$ cat config.mk
export PLATFORM = sky130hd
export DESIGN_NAME = sequenciador_ula
export DESIGN_NICKNAME = d
export VERILOG_FILES = /design/src/rtl/ula_pkg.sv /design/src/rtl/detector_borda.sv /design/src/rtl/sequenciador_ula.sv
export SDC_FILE = /design/constraint.sdc
export NUM_CORES = 1
export LEC_CHECK = 0
export BUFFER_PORTS_ARGS = -buffer_cell sky130_fd_sc_hd__buf_2
export CORE_ASPECT_RATIO = 1.2
export CORE_MARGIN = 1.5
export CORE_UTILIZATION = 35
export CTS_CLUSTER_SIZE = 28
export DETAILED_ROUTE_END_ITERATION = 6
export SYNTH_ARGS = -nofsm -noshare
export SYNTH_HDL_FRONTEND = slang
export SYNTH_SLANG_ARGS = --single-unit
export TNS_END_PERCENT = 1
$ cat constraint.sdc
create_clock -name clk -period 1.5 [get_ports clk]
set_input_delay 0.3 -clock clk [delete_from_list [all_inputs] [get_ports clk]]
set_output_delay 0.3 -clock clk [all_outputs]
set_load 0.01 [all_outputs]
$ cat src/rtl/ula_pkg.sv
`default_nettype none
// ============================================================================
// Module   : ula_pkg
// Purpose  : Shared definitions for the ALU sequencer:
//            - user-visible 2-bit state codes (driven on the LEDs)
//            - internal FSM state enumeration
//            - opcode constants agreed with the ALU datapath
// Revision : 1.0 - initial release
// ============================================================================
package ula_pkg;

  // Visible state codes
  localparam logic [1:0] ST_IDLE = 2'b00;
  localparam logic [1:0] ST_A    = 2'b01;
  localparam logic [1:0] ST_B    = 2'b10;  // also shown while executing
  localparam logic [1:0] ST_RES  = 2'b11;

  // Internal FSM states
  typedef enum logic [2:0] {
    S_IDLE = 3'd0,
    S_A    = 3'd1,
    S_B    = 3'd2,
    S_EXEC = 3'd3,
    S_RES  = 3'd4
  } fsm_e;

  // Opcodes understood by the ALU
  localparam logic [2:0] OP_NOP = 3'b000;
  localparam logic [2:0] OP_ADD = 3'b001;
  localparam logic [2:0] OP_SUB = 3'b010;
  localparam logic [2:0] OP_AND = 3'b011;
  localparam logic [2:0] OP_OR  = 3'b100;
  localparam logic [2:0] OP_XOR = 3'b101;
  localparam logic [2:0] OP_NOT = 3'b110;
  localparam logic [2:0] OP_SHL = 3'b111;

endpackage
`default_nettype wire

$ cat src/rtl/detector_borda.sv
`default_nettype none
// ============================================================================
// Module   : detector_borda
// Purpose  : Conditions one raw active-low board key into a single-cycle,
//            active-high press pulse: 2-FF synchronizer, optional debounce,
//            registered rising-edge detector. Key edge to pulse: 3 cycles
//            (debounce disabled).
// Ports    : clk      - system clock
//            rst      - synchronous active-high reset
//            key_n_i  - raw key, active-low, asynchronous to clk
//            press_o  - one-cycle press pulse (registered)
// Options  : SEQ_ULA_DEBOUNCE_EN - insert a stability counter of
//            DEBOUNCE_CYCLES cycles between synchronizer and edge detector.
// Revision : 1.0 - initial release
// ============================================================================
module detector_borda #(
  parameter int DEBOUNCE_CYCLES = 250000
) (
  input  logic clk,
  input  logic rst,
  input  logic key_n_i,
  output logic press_o
);

  // Synchronizer resets to the released level (1) so that leaving reset
  // with the key up never looks like a press.
  logic sync1_q, sync2_q;
  logic level;        // conditioned key, active-high
  logic level_prev_q;
  logic press_q;

  always_ff @(posedge clk) begin
    if (rst) begin
      sync1_q <= 1'b1;
      sync2_q <= 1'b1;
    end else begin
      sync1_q <= key_n_i;
      sync2_q <= sync1_q;
    end
  end

`ifdef SEQ_ULA_DEBOUNCE_EN
  localparam int CNT_W = $clog2(DEBOUNCE_CYCLES + 1);

  logic             stable_n_q;   // accepted key level, still active-low
  logic [CNT_W-1:0] cnt_q, cnt_d;
  logic             stable_n_d;

  // Count consecutive cycles where the synchronized input differs from the
  // accepted level; returning to the accepted level restarts the count.
  always_comb begin
    cnt_d      = '0;
    stable_n_d = stable_n_q;
    if (sync2_q != stable_n_q) begin
      if (cnt_q == CNT_W'(DEBOUNCE_CYCLES - 1)) begin
        stable_n_d = sync2_q;
      end else begin
        cnt_d = cnt_q + 1'b1;
      end
    end
  end

  always_ff @(posedge clk) begin
    if (rst) begin
      cnt_q      <= '0;
      stable_n_q <= 1'b1;
    end else begin
      cnt_q      <= cnt_d;
      stable_n_q <= stable_n_d;
    end
  end

  assign level = ~stable_n_q;
`else
  logic unused_debounce;
  assign unused_debounce = ^32'(DEBOUNCE_CYCLES);
  assign level = ~sync2_q;
`endif

  always_ff @(posedge clk) begin
    if (rst) begin
      level_prev_q <= 1'b0;
      press_q      <= 1'b0;
    end else begin
      level_prev_q <= level;
      press_q      <= level & ~level_prev_q;
    end
  end

  assign press_o = press_q;

endmodule
`default_nettype wire

$ cat src/rtl/sequenciador_ula.sv
`default_nettype none
// ============================================================================
// Module   : sequenciador_ula
// Purpose  : Control FSM sequencing one ALU operation from board inputs.
//            Confirm presses capture A, then B, then OP (which also fires a
//            one-cycle alu_start); the result is latched on alu_done and
//            held until the next confirm. Cancel returns to idle from any
//            state and wins over a simultaneous confirm.
// Ports    : clk, rst                 - clock, synchronous active-high reset
//            sw_data, sw_op           - switch values for A/B and OP
//            key_confirm_n/cancel_n   - raw active-low keys (asynchronous)
//            alu_start (o)            - one-cycle start pulse
//            alu_done, alu_result (i) - ALU handshake and data
//            state (o)                - 00 idle, 01 A, 10 B/exec, 11 result
//            A/B/OP_registered, result, busy (o) - registered values
// Options  : SEQ_ULA_DEBOUNCE_EN - enables key debounce (DEBOUNCE_CYCLES).
// Revision : 1.0 - initial release
// ============================================================================
module sequenciador_ula
  import ula_pkg::*;
#(
  parameter int DATA_W          = 8,
  parameter int OP_W            = 3,
  parameter int DEBOUNCE_CYCLES = 250000
) (
  input  logic              clk,
  input  logic              rst,
  input  logic [DATA_W-1:0] sw_data,
  input  logic [OP_W-1:0]   sw_op,
  input  logic              key_confirm_n,
  input  logic              key_cancel_n,
  output logic              alu_start,
  input  logic              alu_done,
  input  logic [DATA_W-1:0] alu_result,
  output logic [1:0]        state,
  output logic [DATA_W-1:0] A_registered,
  output logic [DATA_W-1:0] B_registered,
  output logic [OP_W-1:0]   OP_registered,
  output logic [DATA_W-1:0] result,
  output logic              busy
);

  logic confirm_p, cancel_p;

  detector_borda #(.DEBOUNCE_CYCLES(DEBOUNCE_CYCLES)) u_det_confirm (
    .clk     (clk),
    .rst     (rst),
    .key_n_i (key_confirm_n),
    .press_o (confirm_p)
  );

  detector_borda #(.DEBOUNCE_CYCLES(DEBOUNCE_CYCLES)) u_det_cancel (
    .clk     (clk),
    .rst     (rst),
    .key_n_i (key_cancel_n),
    .press_o (cancel_p)
  );

  fsm_e              fsm_q;
  logic [1:0]        state_q;
  logic [DATA_W-1:0] a_q, b_q, res_q;
  logic [OP_W-1:0]   op_q;
  logic              start_q, busy_q;

  // Visible state and busy are updated together with the FSM transition so
  // every output comes straight from a flop.
  always_ff @(posedge clk) begin
    if (rst) begin
      fsm_q   <= S_IDLE;
      state_q <= ST_IDLE;
      a_q     <= '0;
      b_q     <= '0;
      op_q    <= '0;
      res_q   <= '0;
      start_q <= 1'b0;
      busy_q  <= 1'b0;
    end else begin
      start_q <= 1'b0;
      if (cancel_p) begin
        fsm_q   <= S_IDLE;
        state_q <= ST_IDLE;
        a_q     <= '0;
        b_q     <= '0;
        op_q    <= '0;
        res_q   <= '0;
        busy_q  <= 1'b0;
      end else begin
        case (fsm_q)
          S_IDLE: if (confirm_p) begin
            a_q     <= sw_data;
            fsm_q   <= S_A;
            state_q <= ST_A;
          end
          S_A: if (confirm_p) begin
            b_q     <= sw_data;
            fsm_q   <= S_B;
            state_q <= ST_B;
          end
          S_B: if (confirm_p) begin
            op_q    <= sw_op;
            start_q <= 1'b1;
            busy_q  <= 1'b1;
            fsm_q   <= S_EXEC;
          end
          // alu_done is ignored during the start cycle itself, so a
          // stale done from a previous operation cannot complete this one.
          S_EXEC: if (alu_done && !start_q) begin
            res_q   <= alu_result;
            busy_q  <= 1'b0;
            fsm_q   <= S_RES;
            state_q <= ST_RES;
          end
          S_RES: if (confirm_p) begin
            a_q     <= '0;
            b_q     <= '0;
            op_q    <= '0;
            res_q   <= '0;
            fsm_q   <= S_IDLE;
            state_q <= ST_IDLE;
          end
          default: begin
            fsm_q   <= S_IDLE;
            state_q <= ST_IDLE;
            busy_q  <= 1'b0;
          end
        endcase
      end
    end
  end

  assign alu_start     = start_q;
  assign state         = state_q;
  assign A_registered  = a_q;
  assign B_registered  = b_q;
  assign OP_registered = op_q;
  assign result        = res_q;
  assign busy          = busy_q;

endmodule
`default_nettype wire

== Yosys cells after proc, flatten, opt, wreduce, memory -nomap -nowiden ==
Index checks and enable logic that the tools add are counted.

* Output and inout port bits: 31
* Bits of input ports: 24
* Bits in registers: 42
* Word-level logic and storage cells: 73

* Bitwise operators: 8
* Equality and inequality tests: 9
* Reduce and logical (&&, ||, !) cells: 17
* Muxes and demuxes: 23

{| class="wikitable"
|+ Operator list
! operator !! number
|-
| $pmux 8 s2 || 3
|-
| $mux 8 || 3
|-
| $mux 3 || 6
|-
| $pmux 3 s5 || 1
|-
| $reduce_and 3->1 || 5
|-
| $pmux 2 s5 || 1
|-
| $reduce_and 5->1 || 2
|-
| $mux 2 || 4
|-
| $ne 2x1->1 const B || 4
|-
| $reduce_bool 2->1 || 4
|-
| $eq 3x2->1 const B || 2
|-
| $not 1->1 || 6
|-
| $pmux 3 s2 || 1
|-
| $reduce_or 3->1 || 2
|-
| $eq 3x1->1 const B || 1
|-
| $eq 3x3->1 const B || 1
|-
| $logic_not 3->1 || 1
|-
| $mux 1 || 3
|-
| $pmux 1 s3 || 1
|-
| $and 1x1->1 || 2
|-
| $ne 2x2->1 const B || 1
|-
| $reduce_or 2->1 || 1
|-
| $logic_and 1x1->1 || 1
|-
| $logic_not 1->1 || 1
|}

== Depth between registers and ports, before layout ==
Gate-level depths: netlist of the first run.

* Depth in word-level cells: 4
* Mapped depth: 6
* Gate-level depth less buffers: 4

== Hierarchy ==
A second synthesis of the first run with hierarchy kept.

* Cells, all modules: 154
* Area, all modules: 1,510.2 um^2

{| class="wikitable"
|+ Modules (own cells, without submodules)
! module !! cells an instance !! seq. area each (um^2) !! area an instance (um^2) !! times used
|-
| sequenciador_ula || 138 || 680.7 || 1,307.5 || 1
|-
| detector_borda || 8 || 80.1 || 101.3 || 2
|}

== Least setup slack after synthesis of the first run ==
Ideal clock, no wire load.

* Kind: input to register
* Start point: input rst
* End point: register b_q[0] (netlist: B_registered[0])
* Setup time: 0.060 ns
* Arrival: 1.232 ns
* Setup slack: 0.208 ns
* Stages on the path: 5
* Data required time: 1.440 ns
* Buffers on the path: 2
* Path through: buf_6 -> or2_1 -> buf_6 -> nor3_2 -> a22o_1

* Word-level cells in the longest chain between the ends: 1

{| class="wikitable"
|+ Ends and longest elaborated chain
! element !! RTL line !! text
|-
| start: declaration || sequenciador_ula.sv:27 || <nowiki>input logic rst,</nowiki>
|-
| $reduce_or 2->1 (no line) || n/a ||
|-
| end signal: assignment || sequenciador_ula.sv:95 || <nowiki>b_q <= sw_data;</nowiki>
|-
| end: declaration || sequenciador_ula.sv:61 || <nowiki>logic [DATA_W-1:0] a_q, b_q, res_q;</nowiki>
|}

Every way passes these cells.
A chain may end at the register's enable or synchronous reset.

== Worst setup path after layout of the first run ==
* Start point: register u_det_confirm.press_q (netlist: u_det_confirm.press_o)
* End point: register op_q[1] (netlist: OP_registered[1])

* Word-level cells in the longest chain between the ends: 2
* Elaborated cells on any way between the ends: 3
* Those cells by class: eq/ne: 2; reduce/logical: 1

{| class="wikitable"
|+ Ends and longest elaborated chain
! element !! RTL line !! text
|-
| start: declaration || detector_borda.sv:30 || <nowiki>logic press_q;</nowiki>
|-
| start signal: assignment || detector_borda.sv:86 || <nowiki>press_q <= level & ~level_prev_q;</nowiki>
|-
| $ne 2x1->1 (no line) || n/a ||
|-
| $reduce_and 3->1 (no line) * || n/a ||
|-
| end signal: assignment || sequenciador_ula.sv:100 || <nowiki>op_q <= sw_op;</nowiki>
|-
| end: declaration || sequenciador_ula.sv:62 || <nowiki>logic [OP_W-1:0] op_q;</nowiki>
|}

Every way passes the cells marked *; elsewhere a longest branch is shown, timed or not.

==> metrics, run 1 <==
hpwl dp 2560 um; Setup CP Type register to register; post-synthesis cell area 1620 um^2; commonest cells after routing, fill and taps aside 54 x buf_2, 42 x dfxtp_1, 25 x nand2_1; first-pass GRT wire length 6020 um; setup repair after global routing missed its margin false; proportion of power drawn by the clock network 40.1%; # nets final 264; Top Ports 55; fin area 2090 um^2; pin count of the biggest net entering global routing 20; Syn. warnings 0; Comb power frac 6.3%; Detail Route Antenna Nets 0; Post-CTS Setup Inserts 0; Psw 442 uW; outcome finished, final reports clean; total area of sequential cells 841 um^2; final wirelength 3590 um; Seq cells post-synth 42; die area 5040 um^2; sequential share of the synthesized area 52.0%; final setup fails 0; CTS tree built; Die Y 77.5 um; TritonCTS sink count 42; CTS buffer count 5; gpl congestion 0.808; final hold vios 0; worst r2r src u_det_confirm.press_o; worst setup path start u_det_confirm.press_o; Synth cell types 27; Slew HR 72.4%; Post-Route Utilization 48.0%; Pwr per Cell Area 1020 nW/um^2; crit-path cells nor2b_1, nand3_1, a21o_1, a21oi_1; Final Max Slew Viols 0; Peak VDD IR 598 uV; total negative slack 0 ns; detailed-route via count 1436; Crit path required time 1.73 ns; GRT Total Usage 14.9%; hold path start key_confirm_n; Clock Latency Late Sink 0.29 ns; Lkg Pwr 0.903 nW; Syn Area/Cell 9.09 um^2; H-tree depth 2; initial DRC count 73; total grt overflow 0; CP Launch Type register; row count 26; critical path arrival 1.58 ns; layout cells sized above 1 34.0%; DRC violations left 0; area of the multi-input gates 709 um^2; CTS root buffer clkbuf_8; max-cap violations 0; Worst Skew 0.00643 ns; # fillers 460; TritonRoute pass-1 iters 4; worst-case clock buffer depth 2; Sw Share 20.7%; crit path capture type register; clock transition at the registers of the reported paths 0.07 ns; CP Max Fanout 7; Internal Power 1.69 mW; Worst-Margin Slew 0.413 ns; Routed wire per std cell 12.1 um; Placeable Area 4360 um^2; synthesized instance count 178; Peak Freq 740 MHz; antenna violations before repair 0; CP peak stage delay 0.48 ns; Post-Syn Nets 202; Hold Crit Class input port to register; CP max-delay cell dfxtp_1; sequential power share 53.5%; area post-placement 1980 um^2; Port Buffers 54; Area growth syn-to-layout 29.2%; crit share post-route 90.1%; Tmin final 1.35 ns; vias per inst 4.84; commonest non-fill, non-tap cell in the layout buf_2; Die Span X 65.1 um; number of global-route vias before repair 1388; Starting Density 37.1%; antenna cell count 0
[state kept, by name, summed over array words and instances (netlist names)]
name                        count
A_registered                    8
B_registered                    8
OP_registered                   3
alu_start                       1
busy                            1
fsm_q                           3
result                          8
state                           2
u_det_cancel.level_prev_q       1
u_det_cancel.press_o            1
u_det_cancel.sync1_q            1
u_det_cancel.sync2_q            1
u_det_confirm.level_prev_q      1
u_det_confirm.press_o           1
u_det_confirm.sync1_q           1
u_det_confirm.sync2_q           1
[synthesized netlist by cell type]
| library cell | count | share of area, % |
|---|---|---|
| a21o_1 | 4 | 1.9 |
| o21a_1 | 1 | 0.46 |
| or2_2 | 4 | 1.5 |
| a21oi_1 | 16 | 4.9 |
| clkbuf_1 | 6 | 1.4 |
| dfxtp_1 | 42 | 52 |
| nor2b_1 | 3 | 1.2 |
| and2_4 | 1 | 0.54 |
| buf_6 | 3 | 2.1 |
| nand3b_1 | 9 | 4.2 |
| o22ai_2 | 1 | 0.77 |
| nand3_1 | 13 | 4.0 |
| nor2_1 | 7 | 1.6 |
| nand2_1 | 25 | 5.8 |
| inv_1 | 1 | 0.23 |
| o32ai_2 | 1 | 1.0 |
| buf_2 | 2 | 0.62 |
| a311oi_1 | 1 | 0.54 |
| o21ai_0 | 11 | 3.4 |
| a22o_1 | 8 | 4.3 |
| a22oi_1 | 1 | 0.46 |
| nand2b_2 | 1 | 0.54 |
| nand2b_1 | 6 | 2.3 |
| o32a_1 | 1 | 0.62 |
| nor3_1 | 7 | 2.2 |
| or2_1 | 2 | 0.77 |
| nor3_2 | 1 | 0.62 |
[cell type report]
type	count	share of cell area, %
clock buffers	7	3.65
clock inverters	1	1.44
inverters	1	0.180
multi-input cells	124	33.9
flip-flops and latches	42	40.2
well taps	56	3.35
repair buffers	66	17.2
[worst paths after layout]
| path | to | slack, ns | cells past startpoint |
|---|---|---|---|
| worst max register to register | OP_registered[1] | 0.15 | 4 |
| worst max-delay path | OP_registered[1] | 0.15 | 4 |
| worst min-delay path | u_det_confirm.sync1_q | 0.19 | 2 |
| worst min register to register | u_det_cancel.press_o | 0.39 | 1 |
[power by group through the flow]
stage / logic (mW) / clock network, mW / registers (mW)
5_1_grt: 0.152 / 0.923 / 1.15
3_3_place_gp: 0.135 / 0 / 1.17
2_1_floorplan: 0.0686 / 0 / 1.17
6_report: 0.135 / 0.857 / 1.14
3_5_place_dp: 0.136 / 0 / 1.17
4_1_cts: 0.137 / 0.885 / 1.14
[what timing repair did]
item | CTS | global route
resized for setup | 0 | 1
hold buffers | 0 | 0
endpoints found under the setup margin | 0 | 6
[layer usage]
metal	GRT usage, %	up-vias	wire [um]	share of wire [%]
met5	0	-	0	0
met3	5.07	5	265	7.4
met4	4.38	0	50	1.4
li1	-	739	-	-
met2	24.3	49	1650	46
met1	18.6	643	1620	45
[cell families (layout without fill, tap and decap cells)]
logic type / after synthesis / in the layout / share of synthesized area, %
AOI/OAI and AO/OA: 45 / 45 / 18.4
buffers and inverters: 12 / 75 / 4.33
and+or+nand+nor: 79 / 79 / 25.3
DFF: 42 / 42 / 52.0
[critical path: cells and delay by family, from the launching register on]
family,cells,cell delay [ns]
AND/OR/NAND/NOR,2,0.54
flip-flops,1,0.48
AO/OA/AOI/OAI,2,0.27
[stage by stage]
| stage | hold slack (ns) | total power, mW | std cells | setup slack, ns |
|---|---|---|---|---|
| 3_5_place_dp | 0.379 | 1.31 | 289 | 0.0318 |
| 6_report | 0.188 | 2.14 | 297 | 0.148 |
| 4_1_cts | 0.179 | 2.17 | 297 | 0.0828 |
| 5_1_grt | 0.175 | 2.22 | 297 | 0.0169 |
| 2_1_floorplan | 0.367 | 1.24 | 178 | 0.208 |
| 3_3_place_gp | 0.375 | 1.30 | 289 | 0.0707 |
Power figures use the tool's default switching activity.
==> inputs of run 2 (changes only) <==
--- a/config.mk
+++ b/config.mk
@@ -11,6 +11,7 @@
 export CORE_UTILIZATION = 35
 export CTS_CLUSTER_SIZE = 28
 export DETAILED_ROUTE_END_ITERATION = 6
+export GPL_TIMING_DRIVEN = 0
 export SYNTH_ARGS = -nofsm -noshare
 export SYNTH_HDL_FRONTEND = slang
 export SYNTH_SLANG_ARGS = --single-unit
==> constraint.sdc (replaced) <==
create_clock -name clk -period 1.2 [get_ports clk]
set_input_delay 0.24 -clock clk [delete_from_list [all_inputs] [get_ports clk]]
set_output_delay 0.24 -clock clk [all_outputs]
set_load 0.01 [all_outputs]
==> run 2 against run 1 <==
Compared with the run above:
- the run now ends with negative setup slack left
- design area grew 12%
- critical path depth is the same
- register-to-register slack lost 0.17 ns
- via count grew 4.7%
- total power grew 40%
- wire length grew 12%
- fmax grew 11%
- final cell count grew 4.4%
- non-clock buffer count grew 13
- worst setup slack lost 0.17 ns
- combinational power grew 47%
- count of clock-buffer cells in the layout shrank 1
- highest routed layer unchanged
==> metrics, run 2 (synthesized netlist as in run 1, its figures left out) <==
Final Max Slew Viols 0 (unchanged); gpl congestion 0.799 (-1.2%); CTS root buffer clkbuf_8; CTS tree built; antenna violations before repair 0 (unchanged); crit-path cells nand2b_4, or2_4, and2_4, o32ai_2; H-tree depth 2 (unchanged); fin area 2340 um^2 (+12%); total area of sequential cells 847 um^2 (+0.74%); Peak Freq 818 MHz (+11%); violated checks negative setup slack; area of the multi-input gates 793 um^2 (+12%); # hold bufs at CTS 0 (unchanged); Placeable Area 4360 um^2 (unchanged); Detail Route Antenna Nets 0 (unchanged); Peak VDD IR 667 uV (+12%); Tmin final 1.22 ns (-0.129 ns); TritonCTS sink count 42 (unchanged); Clock Latency Late Sink 0.30 ns (about the same); CTS buffer count 5 (unchanged); antenna cell count 0 (unchanged); vias per inst 4.85 (+0.34%); Routed wire per std cell 13.0 um (+7.6%); worst slack, placed -0.289 ns (-0.321 ns); Setup CP Type register to register; Die Span X 65.1 um (unchanged); initial DRC count 90 (+23%); CP peak stage delay 0.33 ns (-0.15 ns); Post-Route Utilization 53.7% (+5.8 points); commonest non-fill, non-tap cell in the layout buf_2; hpwl dp 2600 um (+1.6%); Worst Skew 0.00598 ns (-0.000451 ns); Worst-Margin Slew 0.283 ns (-0.130 ns); hold path start key_cancel_n; final hold vios 0 (unchanged); CP Launch Type register; Crit path required time 1.41 ns (-0.32 ns); met3 layer usage reported by global route 5.51% (+0.43 points); commonest cells after routing, fill and taps aside 56 x buf_2, 39 x dfxtp_1, 25 x nand2_1; Pwr per Cell Area 1280 nW/um^2 (+25%); # fillers 442 (-3.9%); number of global-route vias before repair 1435 (+3.4%); total negative slack -0.0229 ns (-0.0229 ns); TritonRoute pass-1 iters 4 (unchanged); met1 GRT Util 20.4% (+1.8 points); row count 26 (unchanged); CP Max Fanout 5 (-2); # nets final 277 (+4.9%); clock transition at the registers of the reported paths 0.08 ns (about the same); GRT Total Usage 16.8% (+1.9 points); outcome finished with violations; setup repair after global routing missed its margin true; worst r2r src fsm_q[1]; max-cap violations 0 (unchanged); worst-case clock buffer depth 2 (unchanged); Area growth syn-to-layout 44.8%; crit share post-route 102% (+12 points); total grt overflow 0 (unchanged); Hold Crit Class input port to register; detailed-route via count 1504 (+4.7%); met2 Use GR 27.0% (+2.7 points); area post-placement 1960 um^2 (-1.1%); die area 5040 um^2 (unchanged); Top Ports 55 (unchanged); critical path arrival 1.43 ns (-0.15 ns); layout cells sized above 1 44.5% (+10 points); final wirelength 4030 um (+12%); final setup fails 1 (+1); GR peak layer met2; Slew HR 81.0% (+8.6 points); final worst slack -0.0229 ns (-0.171 ns); Lkg Pwr 1.02 nW (+13%); Die Y 77.5 um (unchanged); first-pass GRT wire length 6580 um (+9.3%); Starting Density 37.1% (unchanged); worst setup path start fsm_q[1]; Port Buffers 53 (-1.9%); CP max-delay cell dfxtp_2; crit path capture type register; pin count of the biggest net entering global routing 14 (-30%); DRC violations left 0 (unchanged)
==> run 2: what timing repair did <==
item | CTS | global route
pin swaps | 3 | 8
setup endpoints to repair | 34 | 32
cloned | 0 | 1
resized for setup | 26 | 24
setup buffers | 11 | 5
==> run 2: where the power goes <==
group	leakage, nW	internal, mW	total (mW)	switching [mW]
combinational	0.606	0.0931	0.198	0.105
sequential	0.342	1.41	1.43	0.0132
clock	0.0714	0.887	1.37	0.481
total	1.02	2.40	2.99	0.599
==> run 2: routing by layer <==
layer | wire length (um) | part of all wire [%]
met1 | 1730 | 43
met2 | 1950 | 48
met3 | 262 | 6.5
met4 | 92 | 2.3
met5 | 0 | 0
==> run 2: worst paths after layout <==
| check | to | slack, ns | depth (start not counted) |
|---|---|---|---|
| setup reg to reg | state[0] | -0.02 | 4 |
| setup / recovery | state[0] | -0.02 | 4 |
| hold reg to reg | u_det_confirm.press_o | 0.38 | 1 |
| hold / removal | u_det_cancel.sync1_q | 0.12 | 2 |
==> run 2: per-stage QoR <==
stage	hold WS [ns]	total power [mW]	cells
2_1_floorplan	0.344	1.55	178
3_3_place_gp	0.368	1.63	287
3_5_place_dp	0.373	1.63	287
4_1_cts	0.108	3.03	306
5_1_grt	0.119	3.11	310
6_report	0.123	2.99	310
==> run 2: final cells by class <==
class,count,share of cell area (%)
Buffer,10,3.58
Clock buffer,6,3.53
Clock inverter,2,2.56
Inverter,1,0.160
Multi-Input combinational cell,124,33.9
Sequential cell,42,36.2
Tap cell,56,2.99
Timing Repair Buffer,69,17.1
==> run 2: worst max-delay path: cells and delay by family (launching register included) <==
kind | cells | cell delay, ns
and+or+nand+nor | 3 | 0.57
DFF | 1 | 0.33
AOI/OAI and AO/OA | 1 | 0.24
